[src/rtl/cordic_scheduler.sv]
// cordic_scheduler: round-robin arbiter that time-shares one iterative CORDIC core.
// Ports:
//   clock, reset          - clock and synchronous active-high reset
//   req_valid/ready       - per-requester handshake, ready is one-hot and only in IDLE
//   req_theta, req_sign   - packed per-requester angle and rotation sign
//   rsp_valid/ready       - result handshake; rsp_id/rsp_cos/rsp_sin held stable while valid
//   busy                  - high whenever an operation or response is outstanding
//   core_reset/theta/sign - drive the shared core's reset, theta and Sign pins
//   core_cos, core_sin    - the core's CosX/SinX outputs
module cordic_scheduler #(
    parameter int REG_SIZE = 15,
    parameter int NUM_REQ  = 4,
    parameter int ID_W     = 2,
    parameter int ITER     = 16
) (
    input  logic                         clock,
    input  logic                         reset,
    input  logic [NUM_REQ-1:0]           req_valid,
    input  logic [NUM_REQ*(REG_SIZE+1)-1:0] req_theta,
    input  logic [NUM_REQ-1:0]           req_sign,
    output logic [NUM_REQ-1:0]           req_ready,
    output logic                         rsp_valid,
    input  logic                         rsp_ready,
    output logic [ID_W-1:0]              rsp_id,
    output logic [REG_SIZE+1:0]          rsp_cos,
    output logic [REG_SIZE+1:0]          rsp_sin,
    output logic                         busy,
    output logic                         core_reset,
    output logic [REG_SIZE:0]            core_theta,
    output logic                         core_sign,
    input  logic [REG_SIZE+1:0]          core_cos,
    input  logic [REG_SIZE+1:0]          core_sin
);
    localparam int W  = REG_SIZE + 1;
    localparam int RW = REG_SIZE + 2;
    localparam int CW = $clog2(ITER);

    typedef enum logic [1:0] {IDLE, LOAD, RUN, HOLD} state_t;

    state_t          state_q, state_d;
    logic [ID_W-1:0] ptr_q, ptr_d, id_q, id_d, rsp_id_q, rsp_id_d;
    logic [CW-1:0]   cnt_q, cnt_d;
    logic [W-1:0]    theta_q, theta_d;
    logic            sign_q, sign_d, rsp_valid_q, rsp_valid_d;
    logic [RW-1:0]   rsp_cos_q, rsp_cos_d, rsp_sin_q, rsp_sin_d;

    logic [ID_W:0]   sum;
    logic [ID_W-1:0] gnt;
    logic            found;
    logic [W-1:0]    sel_theta;
    logic            sel_sign;

    // Search ptr+1, ptr+2, ... wrapping modulo NUM_REQ; the first valid index wins.
    always_comb begin
        found = 1'b0;
        gnt = '0;
        sum = '0;
        for (int k = 1; k <= NUM_REQ; k++) begin
            sum = {1'b0, ptr_q} + (ID_W+1)'(k);
            if (sum >= (ID_W+1)'(NUM_REQ)) sum = sum - (ID_W+1)'(NUM_REQ);
            if (!found && req_valid[sum[ID_W-1:0]]) begin
                found = 1'b1;
                gnt = sum[ID_W-1:0];
            end
        end
        sel_theta = '0;
        sel_sign = 1'b0;
        for (int j = 0; j < NUM_REQ; j++) begin
            if (gnt == ID_W'(j)) begin
                sel_theta = req_theta[j*W +: W];
                sel_sign = req_sign[j];
            end
        end
    end

    always_comb begin
        state_d = state_q;
        ptr_d = ptr_q;
        cnt_d = cnt_q;
        id_d = id_q;
        theta_d = theta_q;
        sign_d = sign_q;
        rsp_valid_d = rsp_valid_q;
        rsp_id_d = rsp_id_q;
        rsp_cos_d = rsp_cos_q;
        rsp_sin_d = rsp_sin_q;
        case (state_q)
            IDLE: if (found) begin
                state_d = LOAD;
                ptr_d = gnt;
                id_d = gnt;
                theta_d = sel_theta;
                sign_d = sel_sign;
            end
            LOAD: begin
                cnt_d = '0;
                state_d = RUN;
            end
            // The core's outputs already include the iteration of the current cycle,
            // so at cnt == ITER-1 they hold the full ITER-iteration result.
            RUN: begin
                cnt_d = cnt_q + 1'b1;
                if (cnt_q == CW'(ITER-1)) begin
                    rsp_cos_d = core_cos;
                    rsp_sin_d = core_sin;
                    rsp_id_d = id_q;
                    rsp_valid_d = 1'b1;
                    state_d = HOLD;
                end
            end
            HOLD: if (rsp_ready) begin
                rsp_valid_d = 1'b0;
                state_d = IDLE;
            end
            default: state_d = IDLE;
        endcase
    end

    always_ff @(posedge clock) begin
        if (reset) begin
            state_q <= IDLE;
            ptr_q <= ID_W'(NUM_REQ-1);
            cnt_q <= '0;
            id_q <= '0;
            theta_q <= '0;
            sign_q <= 1'b0;
            rsp_valid_q <= 1'b0;
            rsp_id_q <= '0;
            rsp_cos_q <= '0;
            rsp_sin_q <= '0;
        end else begin
            state_q <= state_d;
            ptr_q <= ptr_d;
            cnt_q <= cnt_d;
            id_q <= id_d;
            theta_q <= theta_d;
            sign_q <= sign_d;
            rsp_valid_q <= rsp_valid_d;
            rsp_id_q <= rsp_id_d;
            rsp_cos_q <= rsp_cos_d;
            rsp_sin_q <= rsp_sin_d;
        end
    end

    assign req_ready  = (state_q == IDLE && found && !reset) ? NUM_REQ'(1) << gnt : '0;
    assign rsp_valid  = rsp_valid_q;
    assign rsp_id     = rsp_id_q;
    assign rsp_cos    = rsp_cos_q;
    assign rsp_sin    = rsp_sin_q;
    assign busy       = state_q != IDLE;
    // Core is held in reset everywhere except RUN so it never free-runs.
    assign core_reset = state_q != RUN;
    assign core_theta = theta_q;
    assign core_sign  = sign_q;
endmodule

[config.mk]
export PLATFORM = sky130hd
export DESIGN_NAME = cordic_scheduler
export DESIGN_NICKNAME = d
export VERILOG_FILES = /design/src/rtl/cordic_scheduler.sv
export SDC_FILE = /design/constraint.sdc
export NUM_CORES = 1
export LEC_CHECK = 0
export ABC_CLOCK_PERIOD_IN_PS = 2440
export BUFFER_PORTS_ARGS = -buffer_cell sky130_fd_sc_hd__buf_2
export CORE_MARGIN = 2
export CORE_UTILIZATION = 35
export CTS_BUF_LIST = sky130_fd_sc_hd__clkbuf_8
export CTS_CLUSTER_SIZE = 20
export DETAILED_ROUTE_END_ITERATION = 10
export GPL_TIMING_DRIVEN = 0
export PLACE_DENSITY_LB_ADDON = 0.12
export SYNTH_ARGS = -nofsm -noshare
export SYNTH_HDL_FRONTEND = slang
export SYNTH_SLANG_ARGS = --single-unit
[constraint.sdc]
create_clock -name clock -period 2.44 [get_ports clock]
set_input_delay 0.366 -clock clock [delete_from_list [all_inputs] [get_ports clock]]
set_output_delay 0.366 -clock clock [all_outputs]
set_load 0.005 [all_outputs]
==> results.yml <==
drt:
  avgRoutedWirePerCell_um: 13.8
  drt-initial-drc-count: 117
  vias_per_cell: 4.92
  drt-total-wl_mm: 8.85
  via_count: 3164
  first_pass_iters: 4
  postRouteAntennaNets: 0
  drc: 0
cells_and_area:
  fillers: 859
  area_growth_pct: 38.8
  final_util: 0.505
  num_antenna_cells: 0
  fin_nets: 647
  drive_gt1_frac: 0.401
setup_path:
  cp-endpoint: "req_ready[3]"
  crit_path_end_kind: "output port"
  critPathMaxStageDelay_ps: 330
  regToRegStartpoint: "ptr_q[1]"
  path_buf_inv: 3
  slowest_stage: "a2bb2oi_4"
  critPathLaunchType: "flop"
  cp_num_cells: 6
  r2r.worst_path.cells: 6
  crit_start: "ptr_q[1]"
  crit_family: "buffers and inverters"
  r2r_end: "core_theta[8]"
  arrival_ps: 1940
  critPathMaxFanout: 10
  cp.required_ps: 2070
  critPathKind: "reg -> out"
  regToRegSetupSlack_ps: 280
  path_cells: "buf_6 -> mux2i_4 -> a2bb2oi_4 -> clkbuf_2 -> a21oi_1 -> buf_2"
global_route:
  grt_max_degree: 12
  grt_overflow: 0
  grt_antenna_before_repair: 0
  grt_pass1_wl_mm: 14.4
  grt_pass1_vias: 2961
  track_usage: 0.186
logic_synthesis:
  netlist_area_um2: 3010
  syn_area_per_cell_um2: 8.44
  synth.net_count: 469
  yosysTopAreaCellShare: 0.426
  synthTopCellsByCount: "nand2_1, dfxtp_1, a21oi_1"
  synth_cell_types: 41
  synthTopCellsByArea: "dfxtp_1, nand2_1, a21oi_1, mux2_4, a221o_1"
  yosysSeqAreaShare: 0.426
  yosys.cell_count.top_type: "nand2_1"
  async_flop_share: 0
  synth_top_area_cell: "dfxtp_1"
  netlist_instances: 356
  ys.flop_type: "dfxtp_1"
  yosysWarnings: 0
  synth-edff-count: 0
  ys_ff_latch: 64
clock_network:
  cts.htree.levels: 3
  clk_latency_ps: 330
  clock-sinks: 64
  clock_path_buffers: 2
  cts_buffers: 9
  cts.hold.buffers_added: 0
  clock-root-buffer: "clkbuf_8"
  cts_tree: "built"
  cts.clk_slew.worst_paths_ps: 70
sta:
  tightest_slew_ps: 970
  slew_viol_final: 0
  skew_ps: 7.22
  period_needed_ps: 2310
  setup_viol: 0
  fin_setup_tns_ps: 0
  timing.fmax_ghz: 0.434
  slew_headroom: 0.349
  rsz0062_at_grt: "false"
  period_share: 0.945
  finalHoldViolations: 0
placed_design:
  dpl.hpwl_mm: 6.64
  port_buffers: 168
  gp_congestion: 0.847
outcome:
  status: "completed"
power:
  ir_worst_vdd_uv: 333
  p_leak_uw: 0.00193
  power.density_nw_per_um2: 813
die:
  fp.coreArea_um2: 8260
  start_util: 0.364
  die_x_um: 96.7
  fp.dieH_um: 96.7
  ios: 169
  die_area_um2: 9340
  rows: 33
flow_run:
  maxCapViolations: 0
min_path:
  hold_path.class: "in -> reg"
layout by cell type, fill, tap and decap left out, types with 2 or more instances in the layout:
cell type    n
buf_2      169
nand2_1     82
dfxtp_1     64
a21oi_1     60
nand3_1     19
o21ai_0     18
a221o_1     16
mux2_4      15
clkbuf_1    14
nor2_1      14
clkbuf_8     9
nor3_1       6
inv_1        5
buf_6        3
nand2b_1     3
ha_1         3
clkinv_2     3
nor2_2       2
mux2i_1      2
buf_4        2
mux2_2       2
stage by stage:
step | total power [µW] | hold WS, ps | cells | instance area (µm²) | setup slack, ps
after global routing | 3620 | 251 | 643 | 4170 | 25.0
after global placement | 2520 | 439 | 629 | 3980 | 65.8
after floorplan | 2100 | 432 | 356 | 3010 | 390
final | 3390 | 266 | 643 | 4170 | 134
after CTS | 3430 | 253 | 644 | 4170 | 50.0
after detailed placement | 2540 | 443 | 629 | 3980 | 34.0
worst min path at each step:
stage                 start           to  slack (ps)  cells past startpoint
2_1_floorplan       id_q[1]    rsp_id[1]         430                      2
3_3_place_gp     rsp_cos[1]   rsp_cos[1]         440                      2
3_5_place_dp    rsp_sin[15]  rsp_sin[15]         440                      2
4_1_cts         core_cos[0]   rsp_cos[0]         250                      3
5_1_grt        core_cos[10]  rsp_cos[10]         250                      3
6_report        core_cos[0]   rsp_cos[0]         270                      3
worst reg2reg max path: stages, from the launching register on:
cell      delay [ps]
dfxtp_1          310
buf_6            140
a211oi_1         260
nor3_1           110
nor3_1           790
buf_4            320
a221o_1          170
layout make-up:
class                           count  area [µm²]  share of cell area
Clock buffer                        9         124              0.0297
Clock inverter                      6        61.3              0.0147
Buffer                             21         108              0.0258
Tap cell                          105         131              0.0315
Multi-Input combinational cell    264        1600               0.383
Sequential cell                    64        1280               0.307
Inverter                            5        18.8             0.00450
Timing Repair Buffer              169         848               0.203
flip-flops by register name, indices dropped and copies added (netlist names):
name and cells:
state_q 2, core_sign 1, ptr_q 2, rsp_cos 17
rsp_sin 17, rsp_id 2, cnt_q 4, rsp_valid 1
id_q 2, core_theta 16
repair_timing:
action,in CTS,in global routing
setup endpoints to repair,3,13
gates cloned,0,0
resized for setup,3,1
buffers inserted,1,0
pin swaps,1,0
where the power goes:
group	switching (µW)	leakage, µW	total, µW	internal, µW
Combinational	627	0.00131	1220	589
Sequential	95.5	0.000520	1310	1210
Clock	406	0.0000948	868	462
Total	1130	0.00193	3390	2260
routing by layer:
layer  share of wire  wire length [µm]  vias up  GRT usage
met2            0.47              4150      108      0.303
li1                -                 -     1614          -
met5               0                 0        -          0
met3           0.065               574       14     0.0556
met1            0.45              3990     1428      0.237
met4           0.015               133        0     0.0553
logic make-up (layout without fill, tap and decap cells):
| group | count (synthesis) | after routing | share of synthesized area |
|---|---|---|---|
| muxes | 20 | 20 | 0.0966 |
| and+or+nand+nor | 135 | 135 | 0.193 |
| adders and majority gates | 4 | 4 | 0.0167 |
| DFF | 64 | 64 | 0.426 |
| buffers and inverters | 28 | 210 | 0.0445 |
| AOI/OAI and AO/OA | 105 | 105 | 0.223 |
(Power assumes the default switching activity.)
